**src/rtl/dual_slope_if.sv**
```systemverilog
// Front-end / result bundle of the dual-slope ADC sequencer.
// The controller attaches through the slave modport; the measurement side uses master.
interface dual_slope_if #(
    parameter int CNT_WIDTH = 16
);
    logic                 start_i;
    logic                 comp_i;
    logic                 sat_hi_i;
    logic                 sat_lo_i;
    logic                 ref_ok_i;
    logic                 sw_az_o;
    logic                 sw_in_o;
    logic                 sw_refp_o;
    logic                 sw_refn_o;
    logic                 busy_o;
    logic [CNT_WIDTH-1:0] result_o;
    logic                 polarity_o;
    logic                 valid_o;
    logic                 ovr_o;
    logic                 err_o;

    modport slave (
        input  start_i, comp_i, sat_hi_i, sat_lo_i, ref_ok_i,
        output sw_az_o, sw_in_o, sw_refp_o, sw_refn_o, busy_o,
        output result_o, polarity_o, valid_o, ovr_o, err_o
    );

    modport master (
        output start_i, comp_i, sat_hi_i, sat_lo_i, ref_ok_i,
        input  sw_az_o, sw_in_o, sw_refp_o, sw_refn_o, busy_o,
        input  result_o, polarity_o, valid_o, ovr_o, err_o
    );
endinterface

```
**src/rtl/dual_slope_controller.sv**
```systemverilog
// Dual-slope integrating ADC sequencer: auto-zero, fixed integrate, reference de-integrate.
// Define DUAL_SLOPE_AUTORUN_EN for continuous conversion (start_i ignored).
module dual_slope_controller #(
    parameter int CNT_WIDTH   = 16,
    parameter int T_AZ        = 1000,
    parameter int T_INT       = 10000,
    parameter int T_DEINT_MAX = 20000
) (
    input  logic        clk_i,
    input  logic        rst_i,
    dual_slope_if.slave bus
);
    localparam int TMR_MAX = (T_AZ > T_INT) ? T_AZ : T_INT;
    localparam int TMR_W   = $clog2(TMR_MAX + 1);
    localparam logic [TMR_W-1:0]     AZ_LAST  = TMR_W'(T_AZ - 1);
    localparam logic [TMR_W-1:0]     INT_LAST = TMR_W'(T_INT - 1);
    localparam logic [CNT_WIDTH-1:0] CNT_LAST = CNT_WIDTH'(T_DEINT_MAX - 1);

    typedef enum logic [2:0] {
        IDLE, AUTOZERO, GAP1, INTEGRATE, GAP2, DEINT, DONE
    } state_t;

    state_t               state_q, state_d;
    logic [TMR_W-1:0]     timer_q, timer_d;
    logic [CNT_WIDTH-1:0] count_q, count_d;
    logic                 pol_q, pol_d;
    logic [CNT_WIDTH-1:0] pendRes_q, pendRes_d;
    logic                 pendOvr_q, pendOvr_d;
    logic                 pendErr_q, pendErr_d;

    logic                 swAz_q, swIn_q, swRefp_q, swRefn_q, busy_q;
    logic [CNT_WIDTH-1:0] result_q;
    logic                 polarity_q, valid_q, ovr_q, err_q;

    logic busyState;
    logic satAny;

    assign busyState = state_q inside {AUTOZERO, GAP1, INTEGRATE, GAP2, DEINT};
    assign satAny    = bus.sat_hi_i | bus.sat_lo_i;

    always_ff @(posedge clk_i or posedge rst_i) begin
        if (rst_i) begin
            state_q   <= IDLE;
            timer_q   <= '0;
            count_q   <= '0;
            pol_q     <= 1'b0;
            pendRes_q <= '0;
            pendOvr_q <= 1'b0;
            pendErr_q <= 1'b0;
        end else begin
            state_q   <= state_d;
            timer_q   <= timer_d;
            count_q   <= count_d;
            pol_q     <= pol_d;
            pendRes_q <= pendRes_d;
            pendOvr_q <= pendOvr_d;
            pendErr_q <= pendErr_d;
        end
    end

    always_comb begin
        state_d   = state_q;
        timer_d   = timer_q;
        count_d   = count_q;
        pol_d     = pol_q;
        pendRes_d = pendRes_q;
        pendOvr_d = pendOvr_q;
        pendErr_d = pendErr_q;

        case (state_q)
            IDLE: begin
`ifdef DUAL_SLOPE_AUTORUN_EN
                if (bus.ref_ok_i) begin
                    state_d = AUTOZERO;
                    timer_d = '0;
                    pol_d   = 1'b0;
                end
`else
                if (bus.start_i) begin
                    pol_d = 1'b0;
                    if (bus.ref_ok_i) begin
                        state_d = AUTOZERO;
                        timer_d = '0;
                    end else begin
                        state_d   = DONE;
                        pendRes_d = '0;
                        pendOvr_d = 1'b0;
                        pendErr_d = 1'b1;
                    end
                end
`endif
            end
            AUTOZERO: begin
                if (timer_q == AZ_LAST) state_d = GAP1;
                else                    timer_d = timer_q + 1'b1;
            end
            GAP1: begin
                state_d = INTEGRATE;
                timer_d = '0;
            end
            INTEGRATE: begin
                // Sign of the integrated input is what the comparator shows at the very end.
                if (timer_q == INT_LAST) begin
                    state_d = GAP2;
                    pol_d   = bus.comp_i;
                end else begin
                    timer_d = timer_q + 1'b1;
                end
            end
            GAP2: begin
                state_d = DEINT;
                count_d = '0;
            end
            DEINT: begin
                if (bus.comp_i == pol_q) begin
                    if (count_q == CNT_LAST) begin
                        count_d   = count_q + 1'b1;
                        state_d   = DONE;
                        pendRes_d = '1;
                        pendOvr_d = 1'b1;
                        pendErr_d = 1'b0;
                    end else begin
                        count_d = count_q + 1'b1;
                    end
                end else begin
                    state_d   = DONE;
                    pendRes_d = count_q;
                    pendOvr_d = 1'b0;
                    pendErr_d = 1'b0;
                end
            end
            DONE: begin
`ifdef DUAL_SLOPE_AUTORUN_EN
                if (bus.ref_ok_i) begin
                    state_d = AUTOZERO;
                    timer_d = '0;
                    pol_d   = 1'b0;
                end else begin
                    state_d = IDLE;
                end
`else
                state_d = IDLE;
`endif
            end
            default: state_d = IDLE;
        endcase

        // A reference fault outranks saturation when both appear in the same cycle.
        if (busyState && !bus.ref_ok_i) begin
            state_d   = DONE;
            pendRes_d = '0;
            pendOvr_d = 1'b0;
            pendErr_d = 1'b1;
        end else if ((state_q == INTEGRATE || state_q == DEINT) && satAny) begin
            state_d   = DONE;
            pendRes_d = '1;
            pendOvr_d = 1'b1;
            pendErr_d = 1'b0;
        end
    end

    // Outputs decode the current state one register stage later, so switch edges are glitch-free.
    always_ff @(posedge clk_i or posedge rst_i) begin
        if (rst_i) begin
            swAz_q     <= 1'b0;
            swIn_q     <= 1'b0;
            swRefp_q   <= 1'b0;
            swRefn_q   <= 1'b0;
            busy_q     <= 1'b0;
            valid_q    <= 1'b0;
            result_q   <= '0;
            polarity_q <= 1'b0;
            ovr_q      <= 1'b0;
            err_q      <= 1'b0;
        end else begin
            swAz_q   <= (state_q == AUTOZERO);
            swIn_q   <= (state_q == INTEGRATE);
            swRefp_q <= (state_q == DEINT) && !pol_q;
            swRefn_q <= (state_q == DEINT) && pol_q;
            busy_q   <= busyState;
            valid_q  <= (state_q == DONE);
            if (state_q == DONE) begin
                result_q   <= pendRes_q;
                polarity_q <= pol_q;
                ovr_q      <= pendOvr_q;
                err_q      <= pendErr_q;
            end
`ifdef DUAL_SLOPE_AUTORUN_EN
            else if (state_q == IDLE && !bus.ref_ok_i) begin
                err_q <= 1'b1;
            end
`endif
        end
    end

    assign bus.sw_az_o    = swAz_q;
    assign bus.sw_in_o    = swIn_q;
    assign bus.sw_refp_o  = swRefp_q;
    assign bus.sw_refn_o  = swRefn_q;
    assign bus.busy_o     = busy_q;
    assign bus.valid_o    = valid_q;
    assign bus.result_o   = result_q;
    assign bus.polarity_o = polarity_q;
    assign bus.ovr_o      = ovr_q;
    assign bus.err_o      = err_q;
endmodule

```
**src/flat_wrapper.sv**
```systemverilog
// flat-port wrapper written by rule: the top's interface ports become plain ports
module dual_slope_controller_flat 
#(
    parameter int CNT_WIDTH   = 16,
    parameter int T_AZ        = 1000,
    parameter int T_INT       = 10000,
    parameter int T_DEINT_MAX = 20000
)
  (clk_i, rst_i, bus_start_i, bus_comp_i, bus_sat_hi_i, bus_sat_lo_i, bus_ref_ok_i, bus_sw_az_o, bus_sw_in_o, bus_sw_refp_o, bus_sw_refn_o, bus_busy_o, bus_result_o, bus_polarity_o, bus_valid_o, bus_ovr_o, bus_err_o);
  dual_slope_if #(.CNT_WIDTH(CNT_WIDTH)) bus_i ();
  input  logic clk_i;
  input  logic rst_i;
  input wire logic [$bits(bus_i.start_i)-1:0] bus_start_i;
  input wire logic [$bits(bus_i.comp_i)-1:0] bus_comp_i;
  input wire logic [$bits(bus_i.sat_hi_i)-1:0] bus_sat_hi_i;
  input wire logic [$bits(bus_i.sat_lo_i)-1:0] bus_sat_lo_i;
  input wire logic [$bits(bus_i.ref_ok_i)-1:0] bus_ref_ok_i;
  output wire logic [$bits(bus_i.sw_az_o)-1:0] bus_sw_az_o;
  output wire logic [$bits(bus_i.sw_in_o)-1:0] bus_sw_in_o;
  output wire logic [$bits(bus_i.sw_refp_o)-1:0] bus_sw_refp_o;
  output wire logic [$bits(bus_i.sw_refn_o)-1:0] bus_sw_refn_o;
  output wire logic [$bits(bus_i.busy_o)-1:0] bus_busy_o;
  output wire logic [$bits(bus_i.result_o)-1:0] bus_result_o;
  output wire logic [$bits(bus_i.polarity_o)-1:0] bus_polarity_o;
  output wire logic [$bits(bus_i.valid_o)-1:0] bus_valid_o;
  output wire logic [$bits(bus_i.ovr_o)-1:0] bus_ovr_o;
  output wire logic [$bits(bus_i.err_o)-1:0] bus_err_o;
  assign bus_i.start_i = bus_start_i;
  assign bus_i.comp_i = bus_comp_i;
  assign bus_i.sat_hi_i = bus_sat_hi_i;
  assign bus_i.sat_lo_i = bus_sat_lo_i;
  assign bus_i.ref_ok_i = bus_ref_ok_i;
  assign bus_sw_az_o = bus_i.sw_az_o;
  assign bus_sw_in_o = bus_i.sw_in_o;
  assign bus_sw_refp_o = bus_i.sw_refp_o;
  assign bus_sw_refn_o = bus_i.sw_refn_o;
  assign bus_busy_o = bus_i.busy_o;
  assign bus_result_o = bus_i.result_o;
  assign bus_polarity_o = bus_i.polarity_o;
  assign bus_valid_o = bus_i.valid_o;
  assign bus_ovr_o = bus_i.ovr_o;
  assign bus_err_o = bus_i.err_o;
  dual_slope_controller #(.CNT_WIDTH(CNT_WIDTH), .T_AZ(T_AZ), .T_INT(T_INT), .T_DEINT_MAX(T_DEINT_MAX)) u_core (.clk_i(clk_i), .rst_i(rst_i), .bus(bus_i));
endmodule
```
**config.mk**
```make
export PLATFORM = sky130hd
export DESIGN_NAME = dual_slope_controller_flat
export DESIGN_NICKNAME = d
export VERILOG_FILES = /design/src/rtl/dual_slope_if.sv /design/src/rtl/dual_slope_controller.sv /design/src/flat_wrapper.sv
export SDC_FILE = /design/constraint.sdc
export NUM_CORES = 1
export LEC_CHECK = 0
export ABC_CLOCK_PERIOD_IN_PS = 2600
export BUFFER_PORTS_ARGS = -buffer_cell sky130_fd_sc_hd__buf_2
export CORE_UTILIZATION = 59
export CTS_BUF_LIST = sky130_fd_sc_hd__clkbuf_8 sky130_fd_sc_hd__clkbuf_16
export DETAILED_ROUTE_END_ITERATION = 12
export GPL_ROUTABILITY_DRIVEN = 0
export HOLD_SLACK_MARGIN = 0.03
export PLACE_DENSITY_LB_ADDON = 0.1
export SYNTH_ARGS = -nofsm -noshare
export SYNTH_HDL_FRONTEND = slang
export SYNTH_SLANG_ARGS = --single-unit
```
**constraint.sdc**
```tcl
create_clock -name clk_i -period 2.6 [get_ports clk_i]
set_input_delay 0 -clock clk_i [delete_from_list [all_inputs] [get_ports clk_i]]
set_output_delay 0 -clock clk_i [all_outputs]
set_load 0.05 [all_outputs]
```
Yosys cells after proc, flatten, opt, wreduce, memory -nomap -nowiden
Index checks and enable logic that the tools add are counted.
{"block": "op_classes", "reduce_logical": 18, "n_mux": 40, "bitwise_logic": 1, "n_eq_ne": 21, "addsub": 2}
{"cell": "$mux 16", "count": 7}
{"cell": "$pmux 16 s2", "count": 2}
{"cell": "$mux 14", "count": 4}
{"cell": "$pmux 14 s4", "count": 1}
{"cell": "$mux 3", "count": 8}
{"cell": "$pmux 3 s6", "count": 1}
{"cell": "$add 16x1->16 const B", "count": 1}
{"cell": "$eq 16x15->1 const B", "count": 1}
{"cell": "$add 14x1->14 const B", "count": 1}
{"cell": "$eq 14x10->1 const B", "count": 1}
{"cell": "$eq 14x14->1 const B", "count": 1}
{"cell": "$mux 1", "count": 14}
{"cell": "$ne 2x2->1 const B", "count": 6}
{"cell": "$eq 3x3->1 const B", "count": 3}
{"cell": "$ne 4x2->1 const B", "count": 2}
{"cell": "$ne 4x4->1 const B", "count": 2}
{"cell": "$reduce_and 4->1", "count": 2}
{"cell": "$reduce_bool 4->1", "count": 2}
{"cell": "$eq 3x2->1 const B", "count": 2}
{"cell": "$pmux 1 s2", "count": 3}
{"cell": "$ne 5x5->1 const B", "count": 1}
{"cell": "$reduce_and 5->1", "count": 1}
{"cell": "$reduce_bool 5->1", "count": 1}
{"cell": "$logic_and 1x1->1", "count": 4}
{"cell": "other kinds (9)", "count": 11}
{"block": "word_totals", "register_bits": 77, "in_bits": 7, "wordCells": 99, "out_inout_bits": 25}

Longest topological paths before layout
Gate-level depths: netlist (run 1).
{"block": "logic_depth", "ltp_word": 6, "ltp_mapped": 8, "ltp_nobuf": 6}

Worst setup path before layout (run 1)
No wires, ideal clock.
{"block": "synth_path", "path_type": "reg2reg", "from": "register u_core.timer_q[4]", "to": "register u_core.timer_q[13]", "n_path_buf": 0, "arrival_time_ns": 1.726, "synth_period_minus_slack_ns": 1.850, "setup_ns": 0.124, "required_ns": 2.476, "setup_slack_ns": 0.750, "stages_incl_launch_ff": 6, "cell_sequence": "dfrtp_1 > or3_1 > or2_4 > o41ai_4 > nor3_1 > or2_1"}
{"block": "synth_between", "elab_chain_cells": 3, "elab_cells_between_ends": 9, "cone_classes": "add/sub: 1; eq/ne: 4; mux: 3; reduce/logical: 1"}
{"element": "from (decl)", "line": "dual_slope_controller.sv:24", "text": "logic [TMR_W-1:0] timer_q, timer_d;"}
{"element": "from (signal assigned)", "line": "dual_slope_controller.sv:52", "text": "timer_q <= timer_d;"}
{"element": "$add 14x1->14 (tied with other cells)", "line": "dual_slope_controller.sv:95, dual_slope_controller.sv:107"}
{"element": "$mux 14 (tied with other cells)", "line": "dual_slope_controller.sv:103", "text": "if (timer_q == INT_LAST) begin"}
{"element": "$pmux 14 s4 or $reduce_and 5->1 (tied branches)"}
Parallel ways exist; a longest one is shown, timed or not. The select of a mux whose other input is x is not followed.
A chain may end at the register's enable or synchronous reset.

Worst setup path after layout (run 1)
{"block": "layout_path", "from": "register u_core.state_q[0]", "to": "register u_core.pol_q"}
{"block": "layout_between", "elab_chain_cells": 3, "elab_cells_between_ends": 7, "cone_classes": "eq/ne: 3; mux: 1; reduce/logical: 3"}
{"element": "from (decl)", "line": "dual_slope_controller.sv:23", "text": "state_t state_q, state_d;"}
{"element": "from (signal assigned)", "line": "dual_slope_controller.sv:51", "text": "state_q <= state_d;"}
{"element": "$eq 3x2->1 or $logic_not 3->1 (tied branches)", "line": "dual_slope_controller.sv:70", "text": "case (state_q)"}
{"element": "$ne 2x2->1 (no source line) or $reduce_bool 2->1 (tied branches)"}
{"element": "$reduce_and 3->1 (no source line)"}
{"element": "to (signal assigned)", "line": "dual_slope_controller.sv:54", "text": "pol_q <= pol_d;"}
{"element": "to (decl)", "line": "dual_slope_controller.sv:26", "text": "logic pol_q, pol_d;"}
Parallel ways exist; a longest one is shown, timed or not.

==> impl_metrics.prom, run 1 <==
# TYPE chip_impl_metric gauge
chip_impl_metric{name="fp-row-count",unit=""} 28
chip_impl_metric{name="grt_antenna_before_repair",unit=""} 0
chip_impl_metric{name="synthArstFlopShare",unit="%"} 100.0
chip_impl_info{name="synth_area_leader_cell",value="sky130_fd_sc_hd__dfrtp_1"} 1
chip_impl_metric{name="design.die.area",unit="um2"} 6552
chip_impl_info{name="dominantRegCellSynth",value="sky130_fd_sc_hd__dfrtp_1"} 1
chip_impl_info{name="largest_family_of_logic_cells_by_synthesized_area",value="simple AND/OR/NAND/NOR gates"} 1
chip_impl_metric{name="drcViolationCount",unit=""} 0
chip_impl_metric{name="dp_hpwl",unit="mm"} 5.493
chip_impl_metric{name="floorplan.initialDensity",unit="%"} 61.74
chip_impl_metric{name="ant_nets",unit=""} 0
chip_impl_metric{name="register_area",unit="um2"} 1927
chip_impl_metric{name="proportion_of_power_drawn_by_flip_flops_and_latches",unit="%"} 39.2
chip_impl_metric{name="leakage",unit="nW"} 1.885
chip_impl_info{name="timing.critical_path.from_type",value="flop"} 1
chip_impl_metric{name="compound_gate_fraction_of_synth_area",unit="%"} 15.24
chip_impl_metric{name="post_synthesis_cell_area",unit="um2"} 3677
chip_impl_metric{name="yosys.area.top_type_share",unit="%"} 52.40
chip_impl_metric{name="post_syn_instances",unit=""} 384
chip_impl_metric{name="routed_via_density",unit=""} 5.970
chip_impl_metric{name="grt_start_max_net_pins",unit=""} 44
chip_impl_metric{name="worstHoldPathCells",unit=""} 3
chip_impl_metric{name="max_cap_viols",unit=""} 0
chip_impl_metric{name="final-hold-violation-count",unit=""} 0
chip_impl_metric{name="totalPowerFinal",unit="mW"} 4.752
chip_impl_metric{name="switching_power",unit="mW"} 2.169
chip_impl_metric{name="routed_wl",unit="mm"} 7.829
chip_impl_metric{name="placed_cells_incl_taps",unit=""} 476
chip_impl_info{name="setup_repair_after_global_routing_missed_its_margin",value="no"} 1
chip_impl_metric{name="routed_wire_length_per_instance",unit="um"} 15.82
chip_impl_metric{name="track_usage",unit="%"} 26.94
chip_impl_metric{name="synthXorXnorAreaFrac",unit="%"} 3.573
chip_impl_metric{name="pwr_density_cell",unit="nW/um2"} 1163
chip_impl_info{name="clock-root-buffer",value="sky130_fd_sc_hd__clkbuf_8"} 1
chip_impl_metric{name="setup_total_negative_slack",unit="ps"} 0
chip_impl_metric{name="min_period_over_period",unit="%"} 92.98
chip_impl_metric{name="numCtsBuffers",unit=""} 9
chip_impl_info{name="synth.area.top_cells",value="sky130_fd_sc_hd__dfrtp_1 (52%), sky130_fd_sc_hd__nand2_1 (8.9%), sky130_fd_sc_hd__a2bb2oi_1 (4.0%)"} 1
chip_impl_metric{name="yosysWarningCount",unit=""} 0
chip_impl_metric{name="insertion_delay",unit="ps"} 360
chip_impl_metric{name="mappedNetlistNets",unit=""} 393
chip_impl_metric{name="synth_seq_cells",unit=""} 77
chip_impl_metric{name="vdd.ir_drop.worst",unit="V"} 0.0008773
chip_impl_metric{name="nFillCells",unit=""} 468
chip_impl_info{name="end_kind",value="flop"} 1
chip_impl_metric{name="synthesis.area_per_instance",unit="um2"} 9.576
chip_impl_metric{name="chipHeight",unit="um"} 80.95
chip_impl_metric{name="core-area",unit="um2"} 5956
chip_impl_metric{name="grt_overflow_total",unit=""} 0
chip_impl_metric{name="final.hold.worst_slack",unit="ps"} 44.92
chip_impl_metric{name="area_used_by_multi_input_combinational_logic",unit="um2"} 1635
chip_impl_metric{name="final_max_slew_viol_count",unit=""} 0
chip_impl_metric{name="floorplan.io_pins",unit=""} 32
chip_impl_metric{name="vias",unit=""} 2955
chip_impl_metric{name="simple_gate_share_of_the_synthesized_area",unit="%"} 24.40
chip_impl_metric{name="clock.fmax",unit="MHz"} 413.7
chip_impl_metric{name="synth_edf_count",unit=""} 0
chip_impl_metric{name="numPortBuffers",unit=""} 31
chip_impl_metric{name="timing_worst_slew_pin_value",unit="ps"} 747.5
chip_impl_metric{name="num_antenna_cells",unit=""} 0
chip_impl_metric{name="layout_cells_sized_above_1",unit="%"} 15.00
chip_impl_metric{name="pwr-share-comb",unit="%"} 43.1
chip_impl_metric{name="worst_clock_skew",unit="ps"} 15.85
chip_impl_metric{name="clockBufferDepth",unit=""} 2
chip_impl_metric{name="cellInternalPower",unit="mW"} 2.583
chip_impl_info{name="yosys-top-cells-count",value="sky130_fd_sc_hd__nand2_1 (87), sky130_fd_sc_hd__dfrtp_1 (77), sky130_fd_sc_hd__nor2_1 (30)"} 1
chip_impl_metric{name="post_synth_cell_types",unit=""} 54
chip_impl_metric{name="dr.first_iter.drc_count",unit=""} 206
chip_impl_metric{name="setup_violations",unit=""} 0
chip_impl_info{name="worst-setup-path-type",value="reg2reg"} 1
chip_impl_info{name="worst_hold_path_type",value="in2reg"} 1
chip_impl_metric{name="floorplan.die.width",unit="um"} 80.95
chip_impl_info{name="tritoncts",value="built"} 1
chip_impl_metric{name="ctsHtreeMaxLevel",unit=""} 3
chip_impl_info{name="yosys.cell_count.top_type",value="sky130_fd_sc_hd__nand2_1"} 1
chip_impl_metric{name="worst_r2r_path_depth",unit=""} 6
chip_impl_metric{name="share_of_synthesized_cell_area_in_full_adder_half_adder_and_majority_cells",unit="%"} 0.6805
chip_impl_metric{name="fin_util",unit="%"} 68.61
chip_impl_info{name="status",value="complete, no violations"} 1
chip_impl_metric{name="worst_setup_hold_path_clk_slew",unit="ps"} 90
chip_impl_metric{name="final_net_count",unit=""} 424
chip_impl_metric{name="power.switching_fraction",unit="%"} 45.64
chip_impl_metric{name="clkPwrFrac",unit="%"} 17.7
chip_impl_metric{name="area_growth_syn_to_layout",unit="%"} 11.13
chip_impl_metric{name="worstPathArrival",unit="ps"} 2660
chip_impl_metric{name="drt_pass1_iterations",unit=""} 5
chip_impl_metric{name="critPathMaxFanout",unit=""} 18
chip_impl_metric{name="grt_first_pass_wirelength",unit="mm"} 13.19
chip_impl_metric{name="synth.yosys.seq_area_share",unit="%"} 52.40
chip_impl_metric{name="layout.cells.non_filler",unit=""} 495
chip_impl_metric{name="slew_headroom",unit="%"} 49.70
chip_impl_metric{name="share_of_synthesized_area_spent_on_multiplexers",unit="%"} 0.5784
chip_impl_metric{name="cts.sink_count",unit=""} 77
chip_impl_metric{name="post-route-min-period",unit="ps"} 2417
chip_impl_metric{name="worstPathRequired",unit="ps"} 2840
chip_impl_metric{name="grt_pass1_vias",unit=""} 2779
-- worst max-delay path: stages (launching register included) --
cell                            delay, ps
sky130_fd_sc_hd__dfrtp_1              730
sky130_fd_sc_hd__nor2b_2              480
sky130_fd_sc_hd__and2_1               280
sky130_fd_sc_hd__nand2_1               80
sky130_fd_sc_hd__nand3_1               90
sky130_fd_sc_hd__o21ai_0               70
sky130_fd_sc_hd__dlygate4sd3_1        560
-- metrics by stage --
step                setup slack [ps]  instance area (um2)
floorplan                      633.3                 3677
global placement               506.7                 3876
detailed placement             475.7                 3876
CTS                            247.6                 4086
global route                   51.80                 4086
finish                         182.6                 4086
-- cell type report --
class / count / area share [%]
clock buffers: 9 / 3.031
clock inverters: 7 / 1.378
inverters: 6 / 0.5511
multi-input cells: 283 / 40.02
flip-flops and latches: 77 / 47.15
well taps: 75 / 2.296
repair buffers: 38 / 5.573
-- path summary, 6_finish.rpt --
| kind | startpoint | endpoint | slack [ps] |
|---|---|---|---|
| hold reg to reg | u_core.bus.result_o[2] | u_core.bus.result_o[2] | 470 |
| setup / recovery | u_core.state_q[0] | u_core.pol_q | 180 |
| hold / removal | bus_start_i | u_core.state_q[0] | 40 |
| setup reg to reg | u_core.state_q[0] | u_core.pol_q | 180 |
| min in group asynchronous | rst_i | u_core.bus.sw_in_o | 300 |
| max in group asynchronous | rst_i | u_core.count_q[9] | 1610 |
-- registers in the layout (all words and copies together), names as in the netlist --
| register | cells |
|---|---|
| u_core.bus.valid_o | 1 |
| u_core.bus.err_o | 1 |
| u_core.pendRes_q | 16 |
| u_core.state_q | 3 |
| u_core.bus.sw_az_o | 1 |
| u_core.bus.polarity_o | 1 |
| u_core.bus.sw_refp_o | 1 |
| u_core.timer_q | 14 |
| u_core.pendOvr_q | 1 |
| u_core.count_q | 16 |
| u_core.bus.busy_o | 1 |
| u_core.bus.sw_in_o | 1 |
| u_core.bus.ovr_o | 1 |
| u_core.pendErr_q | 1 |
| u_core.pol_q | 1 |
| u_core.bus.sw_refn_o | 1 |
| u_core.bus.result_o | 16 |
-- cells by family (layout without fill, tap and decap cells) --
kind of cell,Yosys count,after routing
AND/OR/NAND/NOR,189,189
flip-flops,77,77
AO/OA/AOI/OAI,75,75
buffers and inverters,24,60
XOR/XNOR,15,15
adder cells (fa/ha/maj),2,2
multiplexers,2,2
-- power groups by stage --
stage | Clock (mW) | Combinational [mW] | Sequential [mW]
6_report | 0.842 | 2.05 | 1.86
5_1_grt | 0.906 | 2.25 | 1.93
4_1_cts | 0.858 | 2.05 | 1.86
3_5_place_dp | 0 | 2.04 | 1.88
3_3_place_gp | 0 | 1.99 | 1.87
2_1_floorplan | 0 | 1.20 | 2.31
-- metal layers --
metal / global-route usage, % / up-vias / share of wire [%] / wire, um
met5: 0 / - / 0 / 0
met4: 13.57 / 0 / 2.5 / 193
met3: 5.169 / 19 / 4.9 / 383
met2: 38.99 / 89 / 44 / 3426
li1: - / 1410 / - / -
met1: 38.49 / 1437 / 49 / 3826
-- layout by cell type, fill, tap and decap left out, types with 4 or more instances in the layout --
master | netlist | routed
sky130_fd_sc_hd__nand2b_1 | 8 | 8
sky130_fd_sc_hd__inv_1 | 5 | 4
sky130_fd_sc_hd__nor4_1 | 4 | 4
sky130_fd_sc_hd__and3_1 | 4 | 4
sky130_fd_sc_hd__and2_1 | 7 | 7
sky130_fd_sc_hd__clkbuf_8 | 0 | 9
sky130_fd_sc_hd__nor2_1 | 30 | 30
sky130_fd_sc_hd__dfrtp_1 | 77 | 77
sky130_fd_sc_hd__nand3_1 | 14 | 14
sky130_fd_sc_hd__xor2_1 | 11 | 11
sky130_fd_sc_hd__nand2_1 | 87 | 87
sky130_fd_sc_hd__buf_2 | 5 | 31
sky130_fd_sc_hd__xnor2_1 | 4 | 4
sky130_fd_sc_hd__nand4_1 | 9 | 9
sky130_fd_sc_hd__nor3_1 | 10 | 10
sky130_fd_sc_hd__a31oi_1 | 6 | 6
sky130_fd_sc_hd__a2bb2oi_1 | 17 | 17
sky130_fd_sc_hd__o31ai_1 | 9 | 9
sky130_fd_sc_hd__a21oi_1 | 8 | 8
sky130_fd_sc_hd__o21ai_0 | 18 | 18
-- timing repair --
| action | in CTS | in global routing |
|---|---|---|
| setup endpoints to repair | 0 | 0 |
| resized for setup | 0 | 0 |
| hold endpoints to repair | 35 | 0 |
| hold buffers | 3 | 0 |
| buffers inserted | 0 | 0 |
Power figures use the tool's default switching activity.
==> run 2, diff against run 1 <==
--- a/config.mk
+++ b/config.mk
@@ -13,6 +13,7 @@
 export GPL_ROUTABILITY_DRIVEN = 0
 export HOLD_SLACK_MARGIN = 0.03
 export PLACE_DENSITY_LB_ADDON = 0.1
+export REMOVE_ABC_BUFFERS = 1
 export SYNTH_ARGS = -nofsm -noshare
 export SYNTH_HDL_FRONTEND = slang
 export SYNTH_SLANG_ARGS = --single-unit
==> impl_metrics.prom, run 2 (synthesis gave the netlist of run 1 again) <==
# TYPE chip_impl_metric gauge
chip_impl_info{name="status",value="complete, no violations"} 1
chip_impl_metric{name="stdcell_area",unit="um2"} 4115
chip_impl_metric{name="grt_antenna_before_repair",unit=""} 0
chip_impl_metric{name="nFillCells",unit=""} 490
chip_impl_metric{name="drt_pass1_iterations",unit=""} 5
chip_impl_metric{name="routed_wl",unit="mm"} 7.678
chip_impl_metric{name="detailed_place.area",unit="um2"} 3884
chip_impl_info{name="crit_reg_reg_startpoint",value="u_core.state_q[0]"} 1
chip_impl_metric{name="num_antenna_cells",unit=""} 0
chip_impl_metric{name="worst_setup_hold_path_clk_slew",unit="ps"} 80
chip_impl_metric{name="routed_wire_length_per_instance",unit="um"} 15.57
chip_impl_info{name="top_library_cells_by_usage_in_the_layout_fill_and_taps_aside",value="sky130_fd_sc_hd__nand2_1 (87), sky130_fd_sc_hd__dfrtp_1 (77), sky130_fd_sc_hd__buf_2 (31)"} 1
chip_impl_metric{name="core-area",unit="um2"} 5956
chip_impl_metric{name="resize_count_post_cts",unit=""} 0
chip_impl_metric{name="power.switching_fraction",unit="%"} 43.26
chip_impl_metric{name="pwr-share-comb",unit="%"} 42.4
chip_impl_metric{name="numCtsBuffers",unit=""} 9
chip_impl_info{name="crit_end",value="u_core.pendRes_q[11]"} 1
chip_impl_metric{name="slew_headroom",unit="%"} 43.42
chip_impl_metric{name="cellInternalPower",unit="mW"} 2.787
chip_impl_metric{name="clockBufferDepth",unit=""} 2
chip_impl_metric{name="ctsHtreeMaxLevel",unit=""} 3
chip_impl_metric{name="clock.fmax",unit="MHz"} 460.2
chip_impl_info{name="end_kind",value="flop"} 1
chip_impl_metric{name="floorplan.io_pins",unit=""} 32
chip_impl_metric{name="area_used_by_multi_input_combinational_logic",unit="um2"} 1635
chip_impl_metric{name="final_net_count",unit=""} 424
chip_impl_metric{name="drcViolationCount",unit=""} 0
chip_impl_info{name="setup_repair_after_global_routing_missed_its_margin",value="no"} 1
chip_impl_metric{name="floorplan.die.width",unit="um"} 80.95
chip_impl_info{name="slowest_stage",value="sky130_fd_sc_hd__dfrtp_1"} 1
chip_impl_metric{name="worstPathArrival",unit="ps"} 2440
chip_impl_metric{name="grt_first_pass_wirelength",unit="mm"} 13.00
chip_impl_metric{name="setup_total_negative_slack",unit="ps"} 0
chip_impl_metric{name="vdd.ir_drop.worst",unit="V"} 0.0007989
chip_impl_info{name="timing.critical_path.from_type",value="flop"} 1
chip_impl_metric{name="pwr_density_cell",unit="nW/um2"} 1194
chip_impl_info{name="startpoint",value="u_core.state_q[0]"} 1
chip_impl_metric{name="min_period_over_period",unit="%"} 83.58
chip_impl_metric{name="register_area",unit="um2"} 1927
chip_impl_metric{name="timing.critical_path.slowest_cell_delay",unit="ps"} 600
chip_impl_info{name="regToRegEndpoint",value="u_core.pendRes_q[11]"} 1
chip_impl_metric{name="design.die.area",unit="um2"} 6552
chip_impl_metric{name="final-hold-violation-count",unit=""} 0
chip_impl_metric{name="area_growth_syn_to_layout",unit="%"} 11.91
chip_impl_metric{name="insertion_delay",unit="ps"} 350
chip_impl_metric{name="max_cap_viols",unit=""} 0
chip_impl_info{name="clock-root-buffer",value="sky130_fd_sc_hd__clkbuf_8"} 1
chip_impl_metric{name="worst_clock_skew",unit="ps"} 11.03
chip_impl_metric{name="chipHeight",unit="um"} 80.95
chip_impl_metric{name="dr.first_iter.drc_count",unit=""} 209
chip_impl_metric{name="layout_cells_sized_above_1",unit="%"} 14.83
chip_impl_info{name="worst-setup-path-type",value="reg2reg"} 1
chip_impl_metric{name="vias",unit=""} 2928
chip_impl_metric{name="timing_worst_slew_pin_value",unit="ps"} 847.5
chip_impl_info{name="tritoncts",value="built"} 1
chip_impl_metric{name="fin_util",unit="%"} 69.10
chip_impl_metric{name="grt_pass1_vias",unit=""} 2730
chip_impl_metric{name="post-route-min-period",unit="ps"} 2173
chip_impl_info{name="layout_commonest_cell",value="sky130_fd_sc_hd__nand2_1"} 1
chip_impl_metric{name="final.hold.worst_slack",unit="ps"} 29.54
chip_impl_metric{name="worst_r2r_path_depth",unit=""} 5
chip_impl_metric{name="cts.sink_count",unit=""} 77
chip_impl_metric{name="proportion_of_power_drawn_by_flip_flops_and_latches",unit="%"} 37.4
chip_impl_metric{name="grt_start_max_net_pins",unit=""} 40
chip_impl_metric{name="floorplan.initialDensity",unit="%"} 61.74
chip_impl_info{name="timing.critical_path.cells",value="or4b_1 > a21oi_1 > o21ai_1 > nand2_2 > a2bb2oi_1"} 1
chip_impl_metric{name="numPortBuffers",unit=""} 31
chip_impl_metric{name="switching_power",unit="mW"} 2.125
chip_impl_metric{name="final_max_slew_viol_count",unit=""} 0
chip_impl_metric{name="grt_overflow_total",unit=""} 0
chip_impl_metric{name="worstPathRequired",unit="ps"} 2860
chip_impl_metric{name="setup_violations",unit=""} 0
chip_impl_metric{name="dp_hpwl",unit="mm"} 5.102
chip_impl_metric{name="critPathMaxFanout",unit=""} 18
chip_impl_metric{name="fp-row-count",unit=""} 28
chip_impl_metric{name="ant_nets",unit=""} 0
chip_impl_metric{name="routed_via_density",unit=""} 5.939
chip_impl_metric{name="clkPwrFrac",unit="%"} 20.2
chip_impl_metric{name="leakage",unit="nW"} 1.900
chip_impl_metric{name="worst-r2r-setup-slack",unit="ps"} 430
chip_impl_metric{name="track_usage",unit="%"} 26.19
chip_impl_info{name="worst_hold_path_type",value="in2reg"} 1
## run 2: cell count changes in the layout (fill, tap and decap cells not counted), sizes merged
cell,delta
dlygate4sd3,-1
bufinv,+2
clkinvlp,-1
buf,+1
inv,-3
clkinv,-1
clkbuf,+1
## run 2: worst min path at each step
stage,start,endpoint,cells past startpoint
floorplan,bus_comp_i,u_core.pol_q,2
global placement,rst_i,u_core.pol_q,2
detailed placement,rst_i,u_core.bus.polarity_o,2
CTS,bus_start_i,u_core.pol_q,4
global route,bus_start_i,u_core.pol_q,4
finish,bus_start_i,u_core.pol_q,4
## run 2: layer usage
| layer | track usage, % | share of wire (%) | routed length, um | vias to the layer above |
|---|---|---|---|---|
| li1 | - | - | - | 1411 |
| met1 | 36.28 | 47 | 3625 | 1439 |
| met2 | 40.67 | 47 | 3635 | 65 |
| met3 | 4.270 | 3.9 | 298 | 13 |
| met4 | 11.43 | 1.5 | 119 | 0 |
| met5 | 0 | 0 | 0 | - |
## run 2: power groups by stage
stage          registers [mW]  logic, mW  clock network [mW]
2_1_floorplan            2.38       1.02                   0
3_3_place_gp             1.84       2.05                   0
3_5_place_dp             1.86       2.08                   0
4_1_cts                  1.84       2.10               0.993
5_1_grt                  1.90       2.29                1.04
6_report                 1.84       2.08               0.993
## run 2: stage by stage
step	instances	power, mW	worst slack [ps]
finish	493	4.912	426.8
floorplan	366	3.399	633.3
global route	493	5.226	217.1
detailed placement	477	3.935	513.9
global placement	477	3.884	537.2
CTS	493	4.932	439.6
## run 2: what timing repair did
item                                   CTS  global route
endpoints found under the hold margin   39             0
setup buffers                            0             0
hold buffers                             2             0
## run 2: final cells by class
cell class                      count  share of cell area, %
Timing Repair Buffer               38                  5.473
Clock buffer                       10                  3.344
Clock inverter                      4                  1.794
Multi-Input combinational cell    283                  39.74
Tap cell                           75                  2.280
Inverter                            6                 0.5473
Sequential cell                    77                  46.82
## run 2: worst max-delay path, delay by kind of cell, from the launching register on
family / cells / cell delay, ps
AOI/OAI and AO/OA: 3 / 570
DFF: 1 / 600
and+or+nand+nor: 2 / 910
==> run 3, diff against run 2 <==
--- a/config.mk
+++ b/config.mk
@@ -5,7 +5,7 @@
 export SDC_FILE = /design/constraint.sdc
 export NUM_CORES = 1
 export LEC_CHECK = 0
-export ABC_CLOCK_PERIOD_IN_PS = 2600
+export ABC_CLOCK_PERIOD_IN_PS = 2100
 export BUFFER_PORTS_ARGS = -buffer_cell sky130_fd_sc_hd__buf_2
 export CORE_UTILIZATION = 59
 export CTS_BUF_LIST = sky130_fd_sc_hd__clkbuf_8 sky130_fd_sc_hd__clkbuf_16
==> constraint.sdc (replaced) <==
create_clock -name clk_i -period 2.1 [get_ports clk_i]
set_input_delay 0 -clock clk_i [delete_from_list [all_inputs] [get_ports clk_i]]
set_output_delay 0 -clock clk_i [all_outputs]
set_load 0.05 [all_outputs]
==> impl_metrics.prom, run 3 (synthesis gave the netlist of run 1 again) <==
# TYPE chip_impl_metric gauge
chip_impl_info{name="status",value="complete, no violations"} 1
chip_impl_metric{name="core-area",unit="um2"} 5956
chip_impl_metric{name="final_max_slew_viol_count",unit=""} 0
chip_impl_info{name="timing.critical_path.from_type",value="flop"} 1
chip_impl_info{name="end_kind",value="flop"} 1
chip_impl_metric{name="setup_violations",unit=""} 0
chip_impl_metric{name="grt_overflow_total",unit=""} 0
chip_impl_metric{name="leakage",unit="nW"} 1.969
chip_impl_info{name="worst_hold_path_type",value="in2reg"} 1
chip_impl_metric{name="grt_antenna_before_repair",unit=""} 0
chip_impl_metric{name="routed_wl",unit="mm"} 7.675
chip_impl_info{name="min_from",value="bus_ref_ok_i"} 1
chip_impl_metric{name="numCtsBuffers",unit=""} 9
chip_impl_info{name="top_library_cells_by_usage_in_the_layout_fill_and_taps_aside",value="sky130_fd_sc_hd__nand2_1 (87), sky130_fd_sc_hd__dfrtp_1 (76), sky130_fd_sc_hd__buf_2 (31)"} 1
chip_impl_metric{name="floorplan.io_pins",unit=""} 32
chip_impl_info{name="tritoncts",value="built"} 1
chip_impl_metric{name="routed_via_density",unit=""} 5.838
chip_impl_metric{name="slew_headroom",unit="%"} 62.18
chip_impl_metric{name="final_net_count",unit=""} 436
chip_impl_metric{name="design.die.area",unit="um2"} 6552
chip_impl_info{name="regToRegEndpoint",value="u_core.pendRes_q[8]"} 1
chip_impl_metric{name="timing.critical_path.slowest_cell_delay",unit="ps"} 570
chip_impl_metric{name="layout.cells.non_filler",unit=""} 507
chip_impl_metric{name="worst_r2r_path_depth",unit=""} 4
chip_impl_metric{name="layout_cells_sized_above_1",unit="%"} 17.59
chip_impl_metric{name="vias",unit=""} 2960
chip_impl_metric{name="grt_pass1_vias",unit=""} 2693
chip_impl_metric{name="num_antenna_cells",unit=""} 0
chip_impl_metric{name="floorplan.initialDensity",unit="%"} 61.74
chip_impl_metric{name="cts.sink_count",unit=""} 77
chip_impl_metric{name="max_cap_viols",unit=""} 0
chip_impl_metric{name="routed_wire_length_per_instance",unit="um"} 15.14
chip_impl_metric{name="min_period_over_period",unit="%"} 93.35
chip_impl_info{name="layout_commonest_cell",value="sky130_fd_sc_hd__nand2_1"} 1
chip_impl_metric{name="dr.first_iter.drc_count",unit=""} 190
chip_impl_metric{name="final-hold-violation-count",unit=""} 0
chip_impl_metric{name="fp-row-count",unit=""} 28
chip_impl_metric{name="vdd.ir_drop.worst",unit="V"} 0.0009293
chip_impl_metric{name="ant_nets",unit=""} 0
chip_impl_metric{name="worstHoldPathCells",unit=""} 4
chip_impl_metric{name="track_usage",unit="%"} 25.96
chip_impl_metric{name="timing_worst_slew_pin_value",unit="ps"} 562.1
chip_impl_metric{name="ctsHtreeMaxLevel",unit=""} 3
chip_impl_info{name="worst-setup-path-type",value="reg2reg"} 1
chip_impl_info{name="timing.hold.worst_endpoint",value="u_core.pendErr_q"} 1
chip_impl_metric{name="dp_hpwl",unit="mm"} 5.063
chip_impl_metric{name="worst_setup_hold_path_clk_slew",unit="ps"} 80
chip_impl_metric{name="insertion_delay",unit="ps"} 350
chip_impl_metric{name="worst-r2r-setup-slack",unit="ps"} 140
chip_impl_metric{name="clock.fmax",unit="MHz"} 510.1
chip_impl_metric{name="worstPathRequired",unit="ps"} 2330
chip_impl_metric{name="clockBufferDepth",unit=""} 2
chip_impl_metric{name="post-route-min-period",unit="ps"} 1960
chip_impl_info{name="timing.critical_path.cells",value="or4b_1 > a21oi_1 > a31o_2 > a2bb2oi_1"} 1
chip_impl_metric{name="chipHeight",unit="um"} 80.95
chip_impl_metric{name="grt_first_pass_wirelength",unit="mm"} 12.81
chip_impl_metric{name="post_cts.repair.setup_buffers",unit=""} 0
chip_impl_info{name="slowest_stage",value="sky130_fd_sc_hd__or4b_1"} 1
chip_impl_metric{name="worst_clock_skew",unit="ps"} 8.523
chip_impl_metric{name="grt_start_max_net_pins",unit=""} 78
chip_impl_metric{name="worstPathArrival",unit="ps"} 2190
chip_impl_info{name="setup_repair_after_global_routing_missed_its_margin",value="no"} 1
chip_impl_info{name="crit_reg_reg_startpoint",value="u_core.state_q[0]"} 1
chip_impl_metric{name="pwr_density_cell",unit="nW/um2"} 1471
chip_impl_metric{name="area_growth_syn_to_layout",unit="%"} 15.41
chip_impl_metric{name="totalPowerFinal",unit="mW"} 6.243
chip_impl_metric{name="register_area",unit="um2"} 1928
chip_impl_metric{name="numPortBuffers",unit=""} 31
chip_impl_metric{name="drt_pass1_iterations",unit=""} 4
chip_impl_metric{name="drcViolationCount",unit=""} 0
chip_impl_metric{name="critPathMaxFanout",unit=""} 17
chip_impl_metric{name="setup_total_negative_slack",unit="ps"} 0
chip_impl_info{name="clock-root-buffer",value="sky130_fd_sc_hd__clkbuf_8"} 1
chip_impl_metric{name="floorplan.die.width",unit="um"} 80.95
chip_impl_metric{name="placed_cells_incl_taps",unit=""} 488
chip_impl_metric{name="nFillCells",unit=""} 454
chip_impl_metric{name="area_used_by_multi_input_combinational_logic",unit="um2"} 1640
-- run 3: timing repair --
item                                    CTS  global route
hold buffers                              3             0
hold endpoints to repair                 78             0
endpoints found under the setup margin    0            22
resized for setup                         0             2
-- run 3: worst max-delay path, delay by kind of cell (launching register included) --
kind,cells,cell delay (ps)
AOI/OAI and AO/OA,3,790
DFF,1,490
and+or+nand+nor,1,570
-- run 3: layer usage --
metal / share of wire [%] / track usage (%) / vias to the layer above / routed length (um)
li1: - / - / 1428 / -
met2: 47 / 38.49 / 69 / 3620
met4: 1.2 / 9.464 / 0 / 91
met3: 3.9 / 6.292 / 10 / 297
met1: 48 / 36.96 / 1453 / 3666
met5: 0 / 0 / - / 0
-- run 3: cell type report --
type                            count  area share (%)
Clock buffer                        9           2.919
Clock inverter                      7           2.476
Inverter                            6          0.5307
Multi-Input combinational cell    283           38.65
Sequential cell                    77           45.43
Tap cell                           75           2.211
Timing Repair Buffer               50           7.783
-- run 3: per-stage QoR --
step	setup slack [ps]	util, %	hold slack [ps]	cell area [um2]
2_1_floorplan	133.3	-	136.0	3585
3_3_place_gp	171.2	66.81	122.0	3979
3_5_place_dp	75.63	66.81	125.9	3979
4_1_cts	42.66	71.16	47.42	4238
5_1_grt	32.67	71.26	57.55	4244
6_report	139.6	71.26	59.48	4244
-- run 3: how the worst max path moves through the flow --
stage / start / endpoint / slack [ps] / depth (start not counted)
4_1_cts: u_core.state_q[2] / u_core.pendRes_q[9] / 40 / 5
2_1_floorplan: rst_i / u_core.bus.busy_o / 130 / 1
6_report: u_core.state_q[0] / u_core.pendRes_q[8] / 140 / 4
3_5_place_dp: u_core.timer_q[4] / u_core.timer_q[13] / 80 / 5
3_3_place_gp: u_core.timer_q[4] / u_core.timer_q[13] / 170 / 5
5_1_grt: u_core.state_q[0] / u_core.pendRes_q[8] / 30 / 5
-- run 3: power by group --
part | leakage [nW] | total (mW) | switching, mW | internal (mW)
sequential | 1.00 | 2.25 | 0.305 | 1.94
clock | 0.113 | 1.29 | 0.603 | 0.690
combinational | 0.857 | 2.70 | 1.79 | 0.914
